## src/rtl/ahb3lite_host_slave.sv

```systemverilog
// ahb3lite_host_slave
//   AHB3-lite slave that turns each accepted transfer into a byte request on
//   an outgoing FIFO and completes it from response bytes on an incoming FIFO.
//   One transfer is outstanding at a time.
//
//   Request:  CMD {HWRITE,0,HSIZE[1:0],0000}, 4 address bytes LSB first,
//             then (writes) 1<<HSIZE data bytes LSB first.
//   Response: status byte (0x00 = OK), then (OK reads) 1<<HSIZE data bytes.
//
// Ports
//   CLK, RESETn            clock, async active-low reset
//   HSEL..HREADY           AHB3-lite slave inputs
//   HRDATA, HRESP,         AHB3-lite slave outputs
//   HREADYOUT
//   WREN, WRDATA, WRFULL   TX byte FIFO write side
//   RDEN, RDDATA, RDEMPTY  RX byte FIFO read side (1-cycle read latency)
//   TIMEDOUT               sticky response-timeout flag
//   TIMEOUT (param)        cycles to wait for each RX byte, 0 = never
module ahb3lite_host_slave #(
  parameter int TIMEOUT = 65535
) (
  input  logic        CLK,
  input  logic        RESETn,
  input  logic        HSEL,
  input  logic [1:0]  HTRANS,
  input  logic [31:0] HADDR,
  input  logic        HWRITE,
  input  logic [2:0]  HSIZE,
  input  logic [31:0] HWDATA,
  input  logic        HREADY,
  output logic [31:0] HRDATA,
  output logic        HRESP,
  output logic        HREADYOUT,
  output logic        WREN,
  output logic [7:0]  WRDATA,
  input  logic        WRFULL,
  output logic        RDEN,
  input  logic [7:0]  RDDATA,
  input  logic        RDEMPTY,
  output logic        TIMEDOUT
);

  typedef enum logic [3:0] {
    S_IDLE, S_CMD, S_ADDR, S_WDATA, S_RSTAT, S_RDATA, S_DONE, S_ERR1, S_ERR2
  } state_t;

  localparam logic [31:0] TO_LIM = TIMEOUT;

  state_t      state, nxt;
  logic [31:0] addr, wdat, rbuf, rbuf_nx, tcnt;
  logic        wr, first, pend;
  logic [1:0]  size, bcnt, nlast;
  logic        accept, bad, last, tx_st, rx_st, to_hit;
  logic [7:0]  tx_byte;
  logic        unused_htrans;

  assign unused_htrans = HTRANS[0];

  // A new address phase is only taken while the bus sees us ready.
  assign accept = HSEL & HTRANS[1] & HREADY &
                  (state == S_IDLE || state == S_DONE || state == S_ERR2);
  assign bad    = (HSIZE > 3'd2) || (HSIZE == 3'd1 && HADDR[0]) ||
                  (HSIZE == 3'd2 && HADDR[1:0] != 2'b00) || TIMEDOUT;

  // Index of the last data byte: 0, 1 or 3.
  assign nlast = {size[1], |size};
  assign last  = (bcnt == nlast);

  assign tx_st  = (state == S_CMD || state == S_ADDR || state == S_WDATA);
  assign rx_st  = (state == S_RSTAT || state == S_RDATA);
  // Timeout wins over a pop in the same cycle so no byte is stolen from
  // a transfer that is already being abandoned.
  assign to_hit = rx_st && !pend && (TO_LIM != 32'd0) && (tcnt + 32'd1 == TO_LIM);

  // FIFO handshakes are combinational on the flags so a push/pop never
  // acts on a stale full/empty.
  assign WREN   = tx_st && !WRFULL;
  assign WRDATA = WREN ? tx_byte : 8'h00;
  assign RDEN   = rx_st && !pend && !RDEMPTY && !to_hit;

  always_comb begin
    tx_byte = 8'h00;
    case (state)
      S_CMD:   tx_byte = {wr, 1'b0, size, 4'b0000};
      S_ADDR:  tx_byte = addr[{bcnt, 3'b000} +: 8];
      S_WDATA: tx_byte = wdat[{bcnt, 3'b000} +: 8];
      default: tx_byte = 8'h00;
    endcase
  end

  always_comb begin
    rbuf_nx = rbuf;
    rbuf_nx[{bcnt, 3'b000} +: 8] = RDDATA;
  end

  always_comb begin
    nxt = state;
    case (state)
      S_IDLE, S_DONE, S_ERR2:
        nxt = accept ? (bad ? S_ERR1 : S_CMD) : S_IDLE;
      S_CMD:   if (WREN) nxt = S_ADDR;
      S_ADDR:  if (WREN && bcnt == 2'd3) nxt = wr ? S_WDATA : S_RSTAT;
      S_WDATA: if (WREN && last) nxt = S_RSTAT;
      S_RSTAT: begin
        if (pend)        nxt = (RDDATA != 8'h00) ? S_ERR1 : (wr ? S_DONE : S_RDATA);
        else if (to_hit) nxt = S_ERR1;
      end
      S_RDATA: begin
        if (pend && last) nxt = S_DONE;
        else if (to_hit)  nxt = S_ERR1;
      end
      S_ERR1:  nxt = S_ERR2;
      default: nxt = S_IDLE;
    endcase
  end

  always_ff @(posedge CLK or negedge RESETn) begin
    if (!RESETn) begin
      state     <= S_IDLE;
      HREADYOUT <= 1'b1;
      HRESP     <= 1'b0;
      HRDATA    <= 32'h0;
      TIMEDOUT  <= 1'b0;
      addr      <= 32'h0;
      wr        <= 1'b0;
      size      <= 2'd0;
      wdat      <= 32'h0;
      rbuf      <= 32'h0;
      bcnt      <= 2'd0;
      first     <= 1'b0;
      pend      <= 1'b0;
      tcnt      <= 32'h0;
    end else begin
      state     <= nxt;
      HREADYOUT <= (nxt == S_IDLE || nxt == S_DONE || nxt == S_ERR2);
      HRESP     <= (nxt == S_ERR1 || nxt == S_ERR2);
      pend      <= RDEN;
      first     <= (nxt == S_CMD) && (state != S_CMD);
      // Counts idle wait cycles; a received byte or leaving RX restarts it.
      tcnt      <= (rx_st && !pend) ? tcnt + 32'd1 : 32'h0;
      if (to_hit) TIMEDOUT <= 1'b1;

      if (nxt != state)
        bcnt <= 2'd0;
      else if (((state == S_ADDR || state == S_WDATA) && WREN) ||
               (state == S_RDATA && pend))
        bcnt <= bcnt + 2'd1;

      if (accept) begin
        addr <= HADDR;
        wr   <= HWRITE;
        size <= HSIZE[1:0];
        rbuf <= 32'h0;
      end

      // Align the addressed lane down to byte 0 once, in the first data cycle.
      if (state == S_CMD && first)
        wdat <= HWDATA >> {HADDR_lane(addr), 3'b000};

      if (state == S_RDATA && pend)
        rbuf <= rbuf_nx;

      HRDATA <= (state == S_RDATA && pend && last) ?
                (rbuf_nx << {HADDR_lane(addr), 3'b000}) : 32'h0;
    end
  end

  function automatic logic [1:0] HADDR_lane(input logic [31:0] a);
    return a[1:0];
  endfunction

endmodule

```

## config.mk

```make
export PLATFORM = sky130hd
export DESIGN_NAME = ahb3lite_host_slave
export DESIGN_NICKNAME = d
export VERILOG_FILES = /design/src/rtl/ahb3lite_host_slave.sv
export SDC_FILE = /design/constraint.sdc
export NUM_CORES = 1
export LEC_CHECK = 0
export CAP_MARGIN = 20
export CORE_ASPECT_RATIO = 0.7
export CORE_MARGIN = 2
export CORE_UTILIZATION = 30
export CTS_CLUSTER_SIZE = 28
export DETAILED_ROUTE_END_ITERATION = 10
export PLACE_DENSITY_LB_ADDON = 0.05
export RECOVER_POWER = 100
export SETUP_SLACK_MARGIN = 0.05
export SYNTH_ARGS = -nofsm -noshare
export SYNTH_HDL_FRONTEND = slang
export SYNTH_SLANG_ARGS = --single-unit
```

## constraint.sdc

```tcl
create_clock -name CLK -period 3.75 [get_ports CLK]
set_input_delay 0.375 -clock CLK [delete_from_list [all_inputs] [get_ports CLK]]
set_output_delay 0.375 -clock CLK [all_outputs]
set_load 0.02 [all_outputs]
```

==> reports/metrics.yaml <==
status: "finished, violations left"
violations: "capacitance limit, slew limit"
grt_pass1_vias: 7137
dieHeight_um: 151
vias: 7133
clkTransAtPathRegs_ns: 0.07
rr_endpoint: "rbuf[12]"
relSlewSlack_pct: -34.8
fp.dieArea_um2: 32400
routed_via_density: 4.92
async_reset_ff_share_pct: 100
antenna_left: 0
crit_required_ns: 3.38
layout.nets: 1117
io_pins: 129
grtUsageMet3_pct: 3.53
synth.distinct_cells: 76
hp-class: "flop to flop"
power_density_nw_per_um2: 595
track_usage_pct: 17.3
cts_buffers: 17
yosysWarnings: 0
ys_seq_area_share_pct: 46.8
whs_path_depth: 2
antenna_found_initial: 0
end_kind: "output port"
drt_first_pass_iters: 5
avgSynthCellArea_um2: 10.3
fin_crit_ns: 3.54
final_area_um2: 11800
finalHoldViolCount: 0
routed_wirelength_um: 27200
worstPathMaxFanout: 8
routedWlPerCell_um: 18.7
tns_ns: 0
grt_pass1_wl_um: 42900
finClkSkew_ns: 0.00956
num_rows: 53
cp.arrival_ns: 3.16
synth_nets: 993
slew_viol_final: 79
seq_area_um2: 4360
vdd_drop_max_uv: 290
ctsLongestPathBuffers: 2
use_met1_pct: 27.1
syn-cell-area_um2: 9300
hp-start: "rbuf[31]"
placed_area_um2: 11100
worst-setup-path-type: "flop to output port"
core_um2: 30200
regToRegSetupSlack_ns: 0.32
fin_crit_sh_pct: 94.3
syn_to_final_growth_pct: 26.8
r2r-start: "state[0]"
synth_top_flop_cell: "dfrtp_1"
fill_cells: 3093
fmax_mhz: 283
synth-edff-count: 0
ff2ff_path_depth: 9
cp-start-kind: "flop"
clk_latency_ns: 0.45
diodes: 0
grt-busiest-layer: "met1"
rsz0062_at_grt: "yes"
globalplace.congestion: 0.817
cts_num_sinks: 174
place_hpwl_um: 18900
detailedRoute.firstIterationViolations: 413
yosys_register_bits: 174
setup_violations: 0
min_to: "rbuf[31]"
use_met2_pct: 23.4
max-cap-violations: 1
syn_inst: 902
port_buffers: 127
multi_input_area_um2: 4680
grt_max_degree: 79
root_buffer: "clkbuf_16"
drc: 0
fp.dieW_um: 214
layout-drive-gt1-share_pct: 16.8
start_util_pct: 30.8
cts_tree: "done"
gr-total-overflow: 0
cts.htree.levels: 4
tightest_slew_ns: 2.02
leakage_nw: 4.91
registers in the layout, summed over array words and instances, names as in the netlist, 2 cells and up:
name,flops
bcnt,2
rbuf,32
addr,32
tcnt,32
size,2
state,4
HRDATA,32
wdat,32
kinds of logic (layout without fill, tap and decap cells):
group,after synthesis,in the layout,synth area share [%]
mux,102,102,14.9
simple gates,329,329,19.1
flops,174,174,46.8
fa+ha+maj,7,7,0.942
compound gates,187,187,12.3
xor+xnor,29,29,2.73
buf+inv,74,211,3.19
worst max-delay path, cell delays in order, from the launching register on:
cell and delay [ns]:
dfrtp_1 0.49, nand3_1 0.21, or4_1 0.61, nor4_4 0.30, mux2i_1 0.22, nand3_1 0.17
nor4_4 0.29, nor3_1 0.09, dlygate4sd2_1 0.34
metal layers:
metal  vias to the layer above  wire [µm]
met1                      3516      14900
met5                         -          0
met4                         0        293
li1                       3480          -
met3                        18       1040
met2                       119      10900
worst max-delay path by stage:
stage             from  endpoint  slack [ns]  cells past startpoint
3_3_place_gp   tcnt[1]      RDEN        0.27                      8
3_5_place_dp   tcnt[1]      RDEN        0.26                      9
6_report       tcnt[8]      RDEN        0.21                      8
4_1_cts        tcnt[1]      RDEN        0.08                      9
5_1_grt        tcnt[0]      RDEN        0.01                      9
2_1_floorplan  tcnt[1]      RDEN        0.76                      9
cell usage after synthesis (all sizes together) (18+ instances only):
master	instances	area share, %
mux2	52	6.3
mux2i	26	2.8
nand2	83	3.4
clkbuf	51	2.1
nor2b	51	3.4
a21oi	61	3.3
nand4	18	1.4
o21ai	60	3.2
mux4	24	5.8
nand3	19	1.2
dfrtp	173	47
nor2	83	3.4
placed cells by master, fill, tap and decap left out, drive strengths merged, types with 5 or more instances in the layout:
master,count
o22a,8
a31oi,7
nand3,19
nor3,15
xnor2,16
nor2,83
nand4,18
mux2,52
or3,7
clkbuf,34
buf,25
dfrtp,173
o31ai,11
o21ai,60
nor4,13
inv,14
dlygate4sd3,43
bufinv,5
ha,7
and3,5
nor2b,51
or2,7
xor2,13
mux2i,26
a211oi,17
clkdlybuf4s50,83
mux4,24
nand2,83
a21oi,61
where the power goes:
group | switching, W | internal (W) | total [W] | leakage [nW]
Combinational | 0.00139 | 0.00105 | 0.00245 | 2.34
Sequential | 0.000247 | 0.00228 | 0.00252 | 2.25
Clock | 0.000828 | 0.00122 | 0.00205 | 0.321
final cells by class:
type	count	share of cell area [%]
Tap cell	412	4.37
Multi-Input combinational cell	654	39.7
Timing Repair Buffer	168	12.9
Inverter	11	0.350
Clock buffer	18	3.72
Clock inverter	14	1.96
Sequential cell	174	37.0
repair_timing:
| item | 4_1_cts | 5_1_grt |
|---|---|---|
| hold buffers | 1 | 0 |
| endpoints found under the setup margin | 1 | 4 |
| resized for setup | 2 | 6 |
| endpoints found under the hold margin | 36 | 0 |
| setup buffers | 4 | 2 |
| pin swaps | 2 | 2 |
per-stage QoR:
stage	hold slack, ns	util (%)	power (W)	instances	worst slack, ns
4_1_cts	0.478	39.1	0.00714	1449	0.0792
3_3_place_gp	0.454	36.7	0.00507	1412	0.271
3_5_place_dp	0.462	36.7	0.00507	1412	0.260
2_1_floorplan	0.0794	-	0.00420	902	0.761
5_1_grt	0.494	39.0	0.00746	1451	0.0120
6_report	0.471	39.0	0.00701	1451	0.214
Note: power is estimated with default switching activity, not from simulation.
